<file path="src/rtl/selftest_scheduler_if.sv">
// BIST enable/result and ECC scrub port between the self-test scheduler (master)
// and the core/dmem ECC path (slave).
interface selftest_scheduler_if #(
    parameter int ADDR_W = 6
);
    logic              test_en_out;
    logic              test_done_in;
    logic [31:0]       signature_in;
    logic              scrub_req;
    logic [ADDR_W-1:0] scrub_addr;
    logic              scrub_ack;
    logic              s_err;
    logic              d_err;
    logic              scrub_wb;

    modport master (
        output test_en_out, scrub_req, scrub_addr, scrub_wb,
        input  test_done_in, signature_in, scrub_ack, s_err, d_err
    );

    modport slave (
        input  test_en_out, scrub_req, scrub_addr, scrub_wb,
        output test_done_in, signature_in, scrub_ack, s_err, d_err
    );
endinterface

</file>
<file path="src/rtl/selftest_scheduler.sv">
// Run-time self-test controller: ALU BIST signature check, then ECC scrub walk.
// Define SCHED_PERIODIC_EN to add the periodic run trigger.
module selftest_scheduler #(
    parameter logic [31:0] GOLDEN_SIG  = 32'h81c6f051,
    parameter int          ADDR_W      = 6,
    parameter int          SCRUB_WORDS = 64,
    parameter int          TIMEOUT     = 4096,
    parameter int          PERIOD      = 50000
) (
    input  logic                 clk,
    input  logic                 rst,
    input  logic                 start,
    input  logic                 periodic_en,
    input  logic                 loader_done_in,
    input  logic                 pipe_idle,
    selftest_scheduler_if.master bus,
    output logic                 busy,
    output logic                 done,
    output logic                 alu_fail,
    output logic [7:0]           sbe_count,
    output logic                 dbe_flag,
    output logic                 timeout_flag
);
    localparam int                CNT_W     = (TIMEOUT > 1) ? $clog2(TIMEOUT) : 1;
    localparam logic [CNT_W-1:0]  CNT_MAX   = CNT_W'(TIMEOUT - 1);
    localparam logic [ADDR_W-1:0] ADDR_LAST = ADDR_W'(SCRUB_WORDS - 1);

    typedef enum logic [2:0] {
        IDLE, WAIT_IDLE, BIST, BIST_CHK, SCRUB_WAIT, SCRUB_WB, REPORT
    } state_t;

    state_t            state, state_nxt;
    logic [CNT_W-1:0]  phase_cnt;
    logic [ADDR_W-1:0] addr;
    logic              periodic_fire;
    logic              clr_status, cnt_clr, cnt_inc, addr_clr, addr_inc;
    logic              sig_chk, sbe_inc, dbe_set, to_set;
    logic              cnt_max, addr_last;

`ifdef SCHED_PERIODIC_EN
    logic [31:0] period_cnt;

    // Holds at the fire value if the loader is not done yet, so the run
    // starts as soon as loading completes.
    always_ff @(posedge clk or posedge rst) begin
        if (rst)                               period_cnt <= '0;
        else if (state != IDLE || !periodic_en) period_cnt <= '0;
        else if (!periodic_fire)               period_cnt <= period_cnt + 32'd1;
    end

    assign periodic_fire = (state == IDLE) && periodic_en && (period_cnt == 32'(PERIOD - 1));
`else
    logic unused_periodic;
    assign unused_periodic = periodic_en ^ PERIOD[0];
    assign periodic_fire   = 1'b0;
`endif

    assign cnt_max   = (phase_cnt == CNT_MAX);
    assign addr_last = (addr == ADDR_LAST);

    always_comb begin
        state_nxt  = state;
        clr_status = 1'b0;
        cnt_clr    = 1'b0;
        cnt_inc    = 1'b0;
        addr_clr   = 1'b0;
        addr_inc   = 1'b0;
        sig_chk    = 1'b0;
        sbe_inc    = 1'b0;
        dbe_set    = 1'b0;
        to_set     = 1'b0;
        case (state)
            IDLE: begin
                if ((start | periodic_fire) & loader_done_in) state_nxt = WAIT_IDLE;
            end
            WAIT_IDLE: begin
                if (pipe_idle) begin
                    state_nxt  = BIST;
                    clr_status = 1'b1;
                    cnt_clr    = 1'b1;
                end
            end
            BIST: begin
                if (bus.test_done_in) begin
                    state_nxt = BIST_CHK;
                end else if (cnt_max) begin
                    to_set    = 1'b1;
                    state_nxt = REPORT;
                end else begin
                    cnt_inc = 1'b1;
                end
            end
            BIST_CHK: begin
                sig_chk   = 1'b1;
                addr_clr  = 1'b1;
                cnt_clr   = 1'b1;
                state_nxt = SCRUB_WAIT;
            end
            SCRUB_WAIT: begin
                // An ack on the last timeout cycle still counts as a good read.
                if (bus.scrub_ack) begin
                    cnt_clr = 1'b1;
                    if (bus.d_err)      dbe_set = 1'b1;
                    else if (bus.s_err) sbe_inc = 1'b1;
                    if (bus.s_err && !bus.d_err) state_nxt = SCRUB_WB;
                    else if (addr_last)          state_nxt = REPORT;
                    else                         addr_inc  = 1'b1;
                end else if (cnt_max) begin
                    to_set    = 1'b1;
                    state_nxt = REPORT;
                end else begin
                    cnt_inc = 1'b1;
                end
            end
            SCRUB_WB: begin
                if (addr_last) begin
                    state_nxt = REPORT;
                end else begin
                    addr_inc  = 1'b1;
                    state_nxt = SCRUB_WAIT;
                end
            end
            REPORT:  state_nxt = IDLE;
            default: state_nxt = IDLE;
        endcase
    end

    always_ff @(posedge clk or posedge rst) begin
        if (rst) begin
            state        <= IDLE;
            phase_cnt    <= '0;
            addr         <= '0;
            alu_fail     <= 1'b0;
            sbe_count    <= '0;
            dbe_flag     <= 1'b0;
            timeout_flag <= 1'b0;
        end else begin
            state <= state_nxt;
            if (cnt_clr)      phase_cnt <= '0;
            else if (cnt_inc) phase_cnt <= phase_cnt + CNT_W'(1);
            if (addr_clr)      addr <= '0;
            else if (addr_inc) addr <= addr + ADDR_W'(1);
            if (clr_status) begin
                alu_fail     <= 1'b0;
                sbe_count    <= '0;
                dbe_flag     <= 1'b0;
                timeout_flag <= 1'b0;
            end else begin
                if (sig_chk) alu_fail <= (bus.signature_in != GOLDEN_SIG);
                if (sbe_inc && sbe_count != 8'hff) sbe_count <= sbe_count + 8'd1;
                if (dbe_set) dbe_flag <= 1'b1;
                if (to_set)  timeout_flag <= 1'b1;
            end
        end
    end

    // All handshake outputs are decodes of the state register.
    assign busy            = (state != IDLE);
    assign done            = (state == REPORT);
    assign bus.test_en_out = (state == BIST);
    assign bus.scrub_req   = (state == SCRUB_WAIT);
    assign bus.scrub_wb    = (state == SCRUB_WB);
    assign bus.scrub_addr  = addr;
endmodule

</file>
<file path="src/flat_wrapper.sv">
// flat-port wrapper written by rule: the top's interface ports become plain ports
module selftest_scheduler_flat 
#(
    parameter logic [31:0] GOLDEN_SIG  = 32'h81c6f051,
    parameter int          ADDR_W      = 6,
    parameter int          SCRUB_WORDS = 64,
    parameter int          TIMEOUT     = 4096,
    parameter int          PERIOD      = 50000
)
  (clk, rst, start, periodic_en, loader_done_in, pipe_idle, busy, done, alu_fail, sbe_count, dbe_flag, timeout_flag, bus_test_en_out, bus_scrub_req, bus_scrub_addr, bus_scrub_wb, bus_test_done_in, bus_signature_in, bus_scrub_ack, bus_s_err, bus_d_err);
  selftest_scheduler_if #(.ADDR_W(ADDR_W)) bus_i ();
  input  logic clk;
  input  logic rst;
  input  logic start;
  input  logic periodic_en;
  input  logic loader_done_in;
  input  logic pipe_idle;
  output logic busy;
  output logic done;
  output logic alu_fail;
  output logic [7:0] sbe_count;
  output logic dbe_flag;
  output logic timeout_flag;
  output wire logic [$bits(bus_i.test_en_out)-1:0] bus_test_en_out;
  output wire logic [$bits(bus_i.scrub_req)-1:0] bus_scrub_req;
  output wire logic [$bits(bus_i.scrub_addr)-1:0] bus_scrub_addr;
  output wire logic [$bits(bus_i.scrub_wb)-1:0] bus_scrub_wb;
  input wire logic [$bits(bus_i.test_done_in)-1:0] bus_test_done_in;
  input wire logic [$bits(bus_i.signature_in)-1:0] bus_signature_in;
  input wire logic [$bits(bus_i.scrub_ack)-1:0] bus_scrub_ack;
  input wire logic [$bits(bus_i.s_err)-1:0] bus_s_err;
  input wire logic [$bits(bus_i.d_err)-1:0] bus_d_err;
  assign bus_test_en_out = bus_i.test_en_out;
  assign bus_scrub_req = bus_i.scrub_req;
  assign bus_scrub_addr = bus_i.scrub_addr;
  assign bus_scrub_wb = bus_i.scrub_wb;
  assign bus_i.test_done_in = bus_test_done_in;
  assign bus_i.signature_in = bus_signature_in;
  assign bus_i.scrub_ack = bus_scrub_ack;
  assign bus_i.s_err = bus_s_err;
  assign bus_i.d_err = bus_d_err;
  selftest_scheduler #(.GOLDEN_SIG(GOLDEN_SIG), .ADDR_W(ADDR_W), .SCRUB_WORDS(SCRUB_WORDS), .TIMEOUT(TIMEOUT), .PERIOD(PERIOD)) u_core (.clk(clk), .rst(rst), .start(start), .periodic_en(periodic_en), .loader_done_in(loader_done_in), .pipe_idle(pipe_idle), .bus(bus_i), .busy(busy), .done(done), .alu_fail(alu_fail), .sbe_count(sbe_count), .dbe_flag(dbe_flag), .timeout_flag(timeout_flag));
endmodule
</file>
<file path="config.mk">
export PLATFORM = sky130hd
export DESIGN_NAME = selftest_scheduler_flat
export DESIGN_NICKNAME = d
export VERILOG_FILES = /design/src/rtl/selftest_scheduler_if.sv /design/src/rtl/selftest_scheduler.sv /design/src/flat_wrapper.sv
export SDC_FILE = /design/constraint.sdc
export NUM_CORES = 1
export LEC_CHECK = 0
export BUFFER_PORTS_ARGS = -buffer_cell sky130_fd_sc_hd__buf_2
export CORE_ASPECT_RATIO = 1.75
export CORE_MARGIN = 3
export CORE_UTILIZATION = 45
export CTS_CLUSTER_SIZE = 25
export DETAILED_ROUTE_END_ITERATION = 10
export PLACE_DENSITY_LB_ADDON = 0.15
export SYNTH_ARGS = -nofsm -noshare
export SYNTH_HDL_FRONTEND = slang
export SYNTH_SLANG_ARGS = --single-unit
</file>
<file path="constraint.sdc">
create_clock -name clk -period 2 [get_ports clk]
set_input_delay 0.1 -clock clk [delete_from_list [all_inputs] [get_ports clk]]
set_output_delay 0.1 -clock clk [all_outputs]
set_load 0.05 [all_outputs]
</file>
[Yosys cells after proc, flatten, opt, wreduce, memory -nomap -nowiden]
Index checks and enable logic that the tools add are counted.
Word-level totals
  register bits: 32
  latch bits: 0
  bits in writable memories: 0
  ROM bits: 0
  input port bits: 42
  memories kept: 0
Cells by class
  $add $sub $neg: 3
  $mul: 0
  div/mod/pow operators: 0
  $lt $le $gt $ge: 0
  equal/unequal tests: 13
  shifts and indexed selects: 0
  muxes and demuxes: 45
  bitwise operators: 1
  reductions and logical operators: 12
Operators with widths (number)
  $ne 32x32->1 const B: 1
  $mux 1: 26
  $mux 12: 2
  $mux 3: 7
  $pmux 3 s6: 1
  $mux 8: 2
  $add 12x1->12 const B: 1
  $eq 12x12->1 const B: 1
  $mux 6: 2
  $reduce_bool 2->1: 6
  $eq 3x3->1 const B: 3
  $add 8x1->8 const B: 1
  $ne 8x8->1 const B: 1
  $add 6x1->6 const B: 1
  $eq 3x2->1 const B: 2
  $eq 6x6->1 const B: 1
  $pmux 1 s2: 3
  $ne 4x2->1 const B: 1
  $eq 3x1->1 const B: 1
  $logic_not 3->1: 1
  $pmux 1 s3: 1
  $reduce_and 3->1: 1
  $reduce_bool 3->1: 1
  $logic_and 1x1->1: 2
  5 further kinds: 5

[Longest topological paths before layout]
Gate-level depths: netlist (run 1).
  word-level depth: 7
  mapped depth: 6
  depth with buffers taken out: 5

[Worst setup path after synthesis (run 1)]
OpenSTA, ideal clock, no wires.
  path type: register to register
  start: register u_core.state[1]
  end: register u_core.phase_cnt[4]
  library setup time: 78 ps
  arrival: 1906 ps
  required time: 1922 ps
  slack: 17 ps
  cell stages (with the launch flop): 7
  buffers on the path: 2
  period minus slack after synthesis: 1983 ps
  path through: dfrtp_1 -> buf_6 -> or4b_4 -> and2_4 -> buf_6 -> or4_1 -> a21oi_1
On the way
  longest elaborated chain between the ends: 3
  elaborated cells between the ends (all ways): 8
RTL lines
  from (decl): RTL line selftest_scheduler.sv:32  | state_t state, state_nxt;
  from (signal assigned): RTL line selftest_scheduler.sv:138  | state <= state_nxt;
  $eq 3x3->1, or another cell as far along: RTL line selftest_scheduler.sv:72  | case (state)
  $pmux 1 s3 or $pmux 1 s2 (tied branches): RTL line selftest_scheduler.sv:72
  $mux 12 or $reduce_bool 2->1 (tied branches)
  to (signal assigned): RTL line selftest_scheduler.sv:140  | else if (cnt_inc) phase_cnt <= phase_cnt + CNT_W'(1);
  to (decl): RTL line selftest_scheduler.sv:33  | logic [CNT_W-1:0] phase_cnt;
Parallel ways exist; a longest one is shown, timed or not.
A chain may end at the register's enable or synchronous reset.

[Worst setup path in the final report (run 1)]
  start: register u_core.state[0]
  end: register u_core.phase_cnt[9]
Same word-level chain as after synthesis.

==> run summary, run 1 <==
Max clock buf depth -> 2
Switching Share -> 47.34%
Total track usage -> 20.42%
Distinct cells, synth -> 49
Max FO, Critical Path -> 6
Number of global-route vias before repair -> 1,942
Slew Viols, Final -> 0
Core area -> 4016 µm²
Worst-path clk slew -> 0.07 ns
Max Fclk -> 503.4 MHz
Initial detailed-routing violation count -> 51
Setup TNS -> 0 ns
Part of the power in registers -> 33.4%
Period utilisation layout -> 99.32%
RSZ-0062 raised after global routing -> yes
Crit Path Category -> reg2reg
H-tree Lvls -> 2
Initial antenna violation count -> 0
Port bufs -> 62
Maximum vdd ir drop -> 1.001 mV
Layout cell share with drive strength beyond 1 -> 32.65%
Clk_lat worst skew -> 0.28 ns
Gp weighted congestion -> 0.7937
Fin worst setup slack -> 0.01368 ns
Gate Count Post-Synth -> 214
I/O Pins -> 64
TritonCTS clock tree -> built
Core Util, Final -> 61.46%
Via density -> 5.811
# setup viols final -> 0
Post-synthesis net count -> 259
Layout Cells excl Fill -> 339
Final nets -> 336
Gate power share -> 49.3%
Cell internal pwr -> 1.450 mW
Root buf cell -> clkbuf_8
Primary FF master, synth -> dfrtp_1
Power share of the clock group -> 17.2%
Worst min path class -> in2reg
Final Hold Fails -> 0
CTS Buf Count -> 5
Synth-to-layout area growth -> 28.12%
CP required -> 2.21 ns
DP Worst Slack -> 0.01177 ns
Worst-Margin Slew -> 0.4155 ns
Ys Warns -> 0
Die Wd -> 55.47 µm
Share of the yosys chip area belonging to registers -> 41.56%
Switch Pwr -> 1.304 mW
Number of diodes -> 0
First-pass GRT wire length -> 8445 µm
Status -> finished, final reports clean
Critical Path Sink Type -> flop
Crit path arrival time -> 2.19 ns
DP HPWL -> 3916 µm
FP Rows -> 30
Routed wire length -> 5050 µm
WL/cell -> 14.90 µm
Die Height -> 92.57 µm
Startpoint type of the worst setup path -> flop
Async SR Flop Fraction -> 100.0%
Largest net degree at the start of global routing -> 33
Global route overflow -> 0
Drt drc -> 0
Post-route ant nets -> 0
Die footprint -> 5134 µm²
Minimum clock period -> 1.986 ns
Power per cell area -> 1115 nW/µm²
Final Skew -> 0.005709 ns
Total number of vias -> 1,970
Syn avg cell area -> 9.004 µm²
Pre-Repair DR Iteration Count -> 4
Max_slew headroom -> 72.17%
Max-cap violation count -> 0
Mapped cell area -> 1927 µm²
LEAKAGE -> 1.173 nW
Placed cell count -> 329
Initial Util -> 47.98%
Post-synth EDFFs -> 0
Clock sink total -> 32
Post-synthesis register bit count -> 32
## metrics by stage
| stage | hold WS (ns) | power (mW) | area, µm² |
|---|---|---|---|
| floorplan | 0.2087 | 1.924 | 1927 |
| global placement | 0.2097 | 2.251 | 2341 |
| detailed placement | 0.2151 | 2.268 | 2341 |
| CTS | 0.05346 | 2.744 | 2429 |
| global route | 0.07329 | 2.948 | 2469 |
| finish | 0.06916 | 2.754 | 2469 |
## kinds of logic after synthesis
| kind of cell | share of synthesized area (%) |
|---|---|
| compound gates | 18.51 |
| xor+xnor | 0.9093 |
| fa+ha+maj | 1.948 |
| buf+inv | 3.571 |
| flops | 41.56 |
| mux | 3.117 |
| simple gates | 30.39 |
## synth_stat cells (all sizes together), types with 5 or more instances
master  count  area (µm²)
dfrtp      32       800.8
a21oi      21       105.1
nand2      17       63.81
nor2       16       60.06
nand3      15       75.07
nand4       9       56.30
inv         8       30.03
or3         8       50.05
o21ai       7       35.03
o31ai       7       52.55
mux2i       6       60.06
and3        5       31.28
## metal layers
layer / wire, µm / GRT usage [%] / up-vias
met2: 2701 / 39.23 / 68
met1: 1953 / 21.52 / 926
met5: 0 / 0 / -
met4: 95 / 7.911 / 0
met3: 300 / 3.347 / 9
li1: - / - / 967
## state kept, by name (all words and copies together), names as in the netlist
name and cells:
u_core.alu_fail 1, u_core.dbe_flag 1, u_core.timeout_flag 1, u_core.sbe_count 8, u_core.bus.scrub_addr 6, u_core.state 3, u_core.phase_cnt 12
## power groups by stage
stage	sequential (mW)	clock, mW	combinational (mW)
finish	0.921	0.474	1.36
detailed placement	0.933	0	1.34
global route	0.948	0.514	1.49
floorplan	1.23	0	0.692
CTS	0.924	0.483	1.34
global placement	0.927	0	1.32
## critical path: stages (launching register included)
cell and delay [ns]:
dfrtp_1 0.40, or4b_4 0.58, a211o_4 0.37, or4_4 0.43, a21oi_2 0.13
## timing repair
action | CTS | global route
hold buffers | 1 | 0
gates resized for setup | 0 | 5
setup buffers | 0 | 2
endpoints found under the setup margin | 1 | 5
hold endpoints to repair | 32 | 0
pin swaps | 1 | 4
## cells in the final DEF, fill, tap and decap left out, types with 2 or more instances in the layout
cell and n:
buf_2 62, dfrtp_1 32, a21oi_1 20, nand2_1 17, nor2_1 16, nand3_1 15
buf_4 13, nand4_1 9, inv_1 8, or3_1 8, o31ai_1 7, o21ai_0 7
mux2i_1 6, and3_1 5, clkbuf_8 5, nand2b_1 4, or4_1 3, nor2b_1 3
o211ai_1 3, nor4b_1 3, ha_1 3, or4b_4 2, a31oi_1 2, or2_2 2
nor3_1 2, o311ai_0 2, o41ai_1 2, nor4bb_1 2, a31o_2 2, xor2_1 2
## layout make-up
| cell class | instances | area (µm²) |
|---|---|---|
| inverters | 8 | 30.03 |
| repair buffers | 76 | 417.9 |
| clock buffers | 6 | 72.57 |
| multi-input cells | 168 | 1082 |
| fillers | 357 | 1548 |
| flip-flops and latches | 32 | 800.8 |
| clock inverters | 1 | 5.005 |
| well taps | 48 | 60.06 |
## path summary, 6_finish.rpt
path                                             start                                   end  slack (ns)  depth (start not counted)
min in group asynchronous                          rst       u_core.phase_cnt[4]$_DFFE_PP0P_        0.45                          4
hold / removal                               pipe_idle           u_core.state[0]$_DFFE_PP0P_        0.07                          2
setup / recovery           u_core.state[0]$_DFFE_PP0P_       u_core.phase_cnt[9]$_DFFE_PP0P_        0.01                          4
setup reg to reg           u_core.state[0]$_DFFE_PP0P_       u_core.phase_cnt[9]$_DFFE_PP0P_        0.01                          4
max in group asynchronous                          rst  u_core.bus.scrub_addr[1]$_DFFE_PP0P_        1.25                          4
hold reg to reg            u_core.dbe_flag$_DFFE_PP0P_           u_core.dbe_flag$_DFFE_PP0P_        0.50                          2
No activity file was read; power rests on OpenSTA's default activity.
==> inputs of run 2 (changes only) <==
--- a/config.mk
+++ b/config.mk
@@ -11,7 +11,7 @@
 export CORE_UTILIZATION = 45
 export CTS_CLUSTER_SIZE = 25
 export DETAILED_ROUTE_END_ITERATION = 10
-export PLACE_DENSITY_LB_ADDON = 0.15
+export PLACE_DENSITY_LB_ADDON = 0.2
 export SYNTH_ARGS = -nofsm -noshare
 export SYNTH_HDL_FRONTEND = slang
 export SYNTH_SLANG_ARGS = --single-unit
==> run summary, run 2 (synthesized netlist as in run 1, its figures left out) <==
Core Util, Final -> 60.59% (-0.87 points)
Gp weighted congestion -> 0.8165 (+2.9%)
Period utilisation layout -> 97.71% (-1.6 points)
Power per cell area -> 1135 nW/µm² (+1.8%)
WL/cell -> 14.53 µm (-2.4%)
Port bufs -> 62 (unchanged)
Die Wd -> 55.47 µm (unchanged)
Core area -> 4016 µm² (unchanged)
Die footprint -> 5134 µm² (unchanged)
CP required -> 2.21 ns (about the same)
Die Height -> 92.57 µm (unchanged)
# setup viols final -> 0 (unchanged)
Layout filler cell count -> 366 (+2.5%)
TritonCTS clock tree -> built
DP HPWL -> 3766 µm (-3.8%)
Worst-Margin Slew -> 0.4392 ns (+0.02372 ns)
CTS Buf Count -> 5 (unchanged)
Maximum vdd ir drop -> 1.213 mV (+21%)
Slew Viols, Final -> 0 (unchanged)
Setup TNS -> 0 ns (unchanged)
Max FO, Critical Path -> 6 (unchanged)
Max Fclk -> 511.7 MHz (+1.6%)
FP Rows -> 30 (unchanged)
Worst-path clk slew -> 0.07 ns (about the same)
Final nets -> 332 (-1.2%)
Clock sink total -> 32 (unchanged)
LEAKAGE -> 1.155 nW (-1.6%)
Most common cell after layout, fill and taps aside -> buf_2
Total number of vias -> 1,965 (-0.25%)
Drt drc -> 0 (unchanged)
Max clock buf depth -> 2 (unchanged)
Synth-to-layout area growth -> 26.30%
Total track usage -> 19.74% (-0.68 points)
Minimum clock period -> 1.954 ns (-0.03209 ns)
Root buf cell -> clkbuf_8
Final Hold Fails -> 0 (unchanged)
Initial antenna violation count -> 0 (unchanged)
Worst min path class -> in2reg
RSZ-0062 raised after global routing -> no
Pre-Repair DR Iteration Count -> 4 (unchanged)
Status -> finished, final reports clean
Largest net degree at the start of global routing -> 33 (unchanged)
Via density -> 5.866 (+0.94%)
Critical Path Sink Type -> flop
Number of global-route vias before repair -> 1,883 (-3.0%)
I/O Pins -> 64 (unchanged)
Total power -> 2.762 mW (+0.32%)
Layout cell share with drive strength beyond 1 -> 31.36% (-1.3 points)
Max_slew headroom -> 70.58% (-1.6 points)
Global route overflow -> 0 (unchanged)
Clk_lat worst skew -> 0.28 ns (about the same)
Initial Util -> 47.98% (unchanged)
Postcts setup bufs -> 0 (unchanged)
Max-cap violation count -> 0 (unchanged)
Number of diodes -> 0 (unchanged)
Startpoint type of the worst setup path -> flop
Crit Path Category -> reg2reg
Final Skew -> 0.006391 ns (+0.0006821 ns)
First-pass GRT wire length -> 8066 µm (-4.5%)
Max reg flops -> 12 (unchanged)
Biggest register -> u_core.phase_cnt
H-tree Lvls -> 2 (unchanged)
Commonest non-fill, non-tap cells in the layout -> buf_2 (62), dfrtp_1 (32), a21oi_1 (20)
Post-route ant nets -> 0 (unchanged)
Routed wire length -> 4869 µm (-3.6%)
Crit path arrival time -> 2.17 ns (-0.02 ns)
Initial detailed-routing violation count -> 50 (-2.0%)
==> run 2: cell types whose count changed in the layout (fill, tap and decap cells not counted) <==
cell / delta
buf_4: -4
a211oi_1: +1
a211oi_2: -1
==> run 2: worst paths after layout <==
| path | start | end | slack [ns] | cells after the start |
|---|---|---|---|---|
| worst max-delay path | u_core.state[0]$_DFFE_PP0P_ | u_core.phase_cnt[9]$_DFFE_PP0P_ | 0.05 | 4 |
| worst min-delay path | pipe_idle | u_core.state[0]$_DFFE_PP0P_ | 0.07 | 2 |
| worst max register to register | u_core.state[0]$_DFFE_PP0P_ | u_core.phase_cnt[9]$_DFFE_PP0P_ | 0.05 | 4 |
| worst min register to register | u_core.dbe_flag$_DFFE_PP0P_ | u_core.dbe_flag$_DFFE_PP0P_ | 0.50 | 2 |
| max in group asynchronous | rst | u_core.phase_cnt[9]$_DFFE_PP0P_ | 1.24 | 4 |
| min in group asynchronous | rst | u_core.phase_cnt[2]$_DFFE_PP0P_ | 0.44 | 4 |
==> run 2: metal layers <==
layer / GRT usage (%) / routed length (µm)
met3: 3.068 / 242
met4: 7.708 / 81
met1: 20.51 / 1882
met5: 0 / 0
met2: 38.34 / 2663
==> run 2: critical path: stages, from the launching register on <==
cell and delay (ns):
dfrtp_1 0.40, or4b_4 0.58, a211o_4 0.37, or4_4 0.42, a21oi_2 0.12
==> run 2: layout make-up <==
class,instances,area (µm²),share of cell area (%)
Sequential cell,32,800.8,32.90
Clock inverter,1,5.005,0.2057
Inverter,8,30.03,1.234
Tap cell,48,60.06,2.468
Multi-Input combinational cell,168,1077,44.27
Clock buffer,6,72.57,2.982
Timing Repair Buffer,72,387.9,15.94
==> run 2: where the power goes <==
| part | internal, mW | leakage, nW | switching (mW) |
|---|---|---|---|
| sequential | 0.783 | 0.433 | 0.136 |
| clock | 0.236 | 0.0410 | 0.238 |
| combinational | 0.429 | 0.681 | 0.940 |
==> run 2: repair_timing <==
item	in CTS	in global routing
gates resized for setup	0	4
pin swaps	1	3
endpoints found under the hold margin	32	0
endpoints found under the setup margin	1	1
hold buffers	1	0
==> run 2: per-stage QoR <==
step	cell area (µm²)	hold slack [ns]	setup slack (ns)	cells
after floorplan	1927	0.2087	0.01656	214
after global placement	2326	0.2078	0.03968	327
after detailed placement	2326	0.2183	0.01173	327
after CTS	2414	0.06637	0.0004230	335
after global routing	2434	0.08218	0.007296	335
final	2434	0.07400	0.04577	335
==> inputs of run 3 (changes only) <==
--- a/config.mk
+++ b/config.mk
@@ -6,7 +6,7 @@
 export NUM_CORES = 1
 export LEC_CHECK = 0
 export BUFFER_PORTS_ARGS = -buffer_cell sky130_fd_sc_hd__buf_2
-export CORE_ASPECT_RATIO = 1.75
+export CAP_MARGIN = 10
 export CORE_MARGIN = 3
 export CORE_UTILIZATION = 45
 export CTS_CLUSTER_SIZE = 25
==> run summary, run 3 (synthesized netlist as in run 1, its figures left out) <==
Worst-Margin Slew -> 0.5804 ns (+0.1412 ns)
Via density -> 5.661 (-3.5%)
Period utilisation layout -> 96.45% (-1.3 points)
Clk_lat worst skew -> 0.27 ns (about the same)
Core area -> 4058 µm² (+1.0%)
Most common cell after layout, fill and taps aside -> buf_2
Critical Path Sink Type -> flop
Minimum clock period -> 1.929 ns (-0.02517 ns)
Power per cell area -> 1188 nW/µm² (+4.7%)
Postcts setup bufs -> 0 (unchanged)
I/O Pins -> 64 (unchanged)
Number of global-route vias before repair -> 1,815 (-3.6%)
Max reg flops -> 12 (unchanged)
Clock sink total -> 32 (unchanged)
Layout filler cell count -> 386 (+5.5%)
Port bufs -> 62 (unchanged)
Worst min path class -> in2reg
Max-cap violation count -> 0 (unchanged)
FP Rows -> 23 (-23%)
Final Skew -> 0.006325 ns (-0.00006533 ns)
Biggest register -> u_core.phase_cnt
Hold WS -> 0.1193 ns (+0.04530 ns)
Die footprint -> 5103 µm² (-0.61%)
WL/cell -> 14.45 µm (-0.60%)
TritonCTS clock tree -> built
Synth-to-layout area growth -> 27.60%
First-pass GRT wire length -> 8121 µm (+0.68%)
Pre-Repair DR Iteration Count -> 4 (unchanged)
Final nets -> 330 (-0.60%)
Startpoint type of the worst setup path -> flop
DP Worst Slack -> 0.01458 ns (+0.002846 ns)
Largest net degree at the start of global routing -> 33 (unchanged)
Initial Util -> 47.49% (-0.49 points)
Total number of vias -> 1,902 (-3.2%)
Area post-placement -> 2313 µm² (-0.54%)
Total track usage -> 19.51% (-0.24 points)
Die Height -> 71.44 µm (-23%)
Final Hold Fails -> 0 (unchanged)
CP required -> 2.21 ns (about the same)
H-tree Lvls -> 2 (unchanged)
Max_slew headroom -> 61.10% (-9.5 points)
Number of diodes -> 0 (unchanged)
Storage cell area -> 800.8 µm² (unchanged)
Maximum vdd ir drop -> 0.6646 mV (-45%)
Global route overflow -> 0 (unchanged)
Crit Path Category -> reg2reg
Worst-path clk slew -> 0.07 ns (about the same)
Fin worst setup slack -> 0.07094 ns (+0.02517 ns)
Max clock buf depth -> 2 (unchanged)
Post-route ant nets -> 0 (unchanged)
LEAKAGE -> 1.165 nW (+0.89%)
Initial antenna violation count -> 0 (unchanged)
Placed cell count -> 327 (unchanged)
Routed wire length -> 4854 µm (-0.31%)
Die Wd -> 71.44 µm (+29%)
Drt drc -> 0 (unchanged)
DP HPWL -> 3699 µm (-1.8%)
Status -> finished, final reports clean
Slew Viols, Final -> 0 (unchanged)
Max FO, Critical Path -> 6 (unchanged)
RSZ-0062 raised after global routing -> yes
# setup viols final -> 0 (unchanged)
Area occupied by multi-input gates -> 1066 µm² (-1.0%)
CTS Buf Count -> 5 (unchanged)
Crit path arrival time -> 2.13 ns (-0.04 ns)
Layout cell share with drive strength beyond 1 -> 30.77% (-0.59 points)
Non-Filler Cell Area, Final -> 2459 µm² (+1.0%)
Max Fclk -> 518.4 MHz (+1.3%)
Initial detailed-routing violation count -> 98 (+96%)
Commonest non-fill, non-tap cells in the layout -> buf_2 (62), dfrtp_1 (32), a21oi_1 (21)
Gp weighted congestion -> 0.7982 (-2.2%)
Layout Cells excl Fill -> 336 (+0.30%)
Root buf cell -> clkbuf_8
## run 3: cell count changes in the layout (fill, tap and decap cells not counted)
cell / delta
buf_4: -2
clkbuf_8: +2
a211o_1: +1
a211o_4: -1
a21oi_1: +1
a21oi_2: -1
bufinv_16: +1
clkbuf_1: -1
clkinv_2: -1
nor3_1: -1
nor3_2: +1
or4_1: +1
or4_4: -1
## run 3: path summary, 6_finish.rpt
| kind | start | end | slack [ns] | cells after the start |
|---|---|---|---|---|
| max | u_core.state[0]$_DFFE_PP0P_ | u_core.phase_cnt[9]$_DFFE_PP0P_ | 0.07 | 4 |
| min | pipe_idle | u_core.state[0]$_DFFE_PP0P_ | 0.12 | 2 |
| max reg2reg | u_core.state[0]$_DFFE_PP0P_ | u_core.phase_cnt[9]$_DFFE_PP0P_ | 0.07 | 4 |
| min reg2reg | u_core.dbe_flag$_DFFE_PP0P_ | u_core.dbe_flag$_DFFE_PP0P_ | 0.49 | 2 |
| max in group asynchronous | rst | u_core.bus.scrub_addr[2]$_DFFE_PP0P_ | 1.25 | 4 |
| min in group asynchronous | rst | u_core.phase_cnt[1]$_DFFE_PP0P_ | 0.45 | 4 |
## run 3: per-layer routing
metal	wire length, µm	share of wire (%)	GRT usage, %
met1	2160	44	26.54
met2	2399	49	31.53
met3	235	4.8	3.226
met4	58	1.2	6.681
met5	0	0	0
## run 3: worst max-delay path, stage by stage, from the launching register on
cell and delay, ns:
dfrtp_1 0.40, or4b_4 0.56, a211o_1 0.37, or4_1 0.41, a21oi_1 0.13
## run 3: cell type report
class                           count  area share, %
Clock buffer                        7          3.919
Clock inverter                      1          1.221
Inverter                            8          1.221
Multi-Input combinational cell    168          43.36
Sequential cell                    32          32.57
Tap cell                           50          2.545
Timing Repair Buffer               70          15.17
## run 3: repair_timing
action                                  CTS  global route
hold buffers                              1             0
gates resized for setup                   1             1
pin swaps                                 0             3
endpoints found under the setup margin    1             8
hold endpoints to repair                 32             0
## run 3: power by group
part / switching [mW] / internal, mW / total (mW)
clock: 0.231 / 0.439 / 0.671
sequential: 0.132 / 0.783 / 0.915
combinational: 0.931 / 0.404 / 1.33
total: 1.29 / 1.63 / 2.92
## run 3: metrics by stage
stage / total power, mW / TNS, ns / utilization, %
floorplan: 1.924 / 0 / -
global placement: 2.234 / 0 / 57.02
detailed placement: 2.252 / 0 / 57.02
CTS: 2.943 / 0 / 60.47
global route: 3.106 / -0.01785 / 60.59
finish: 2.921 / 0 / 60.59
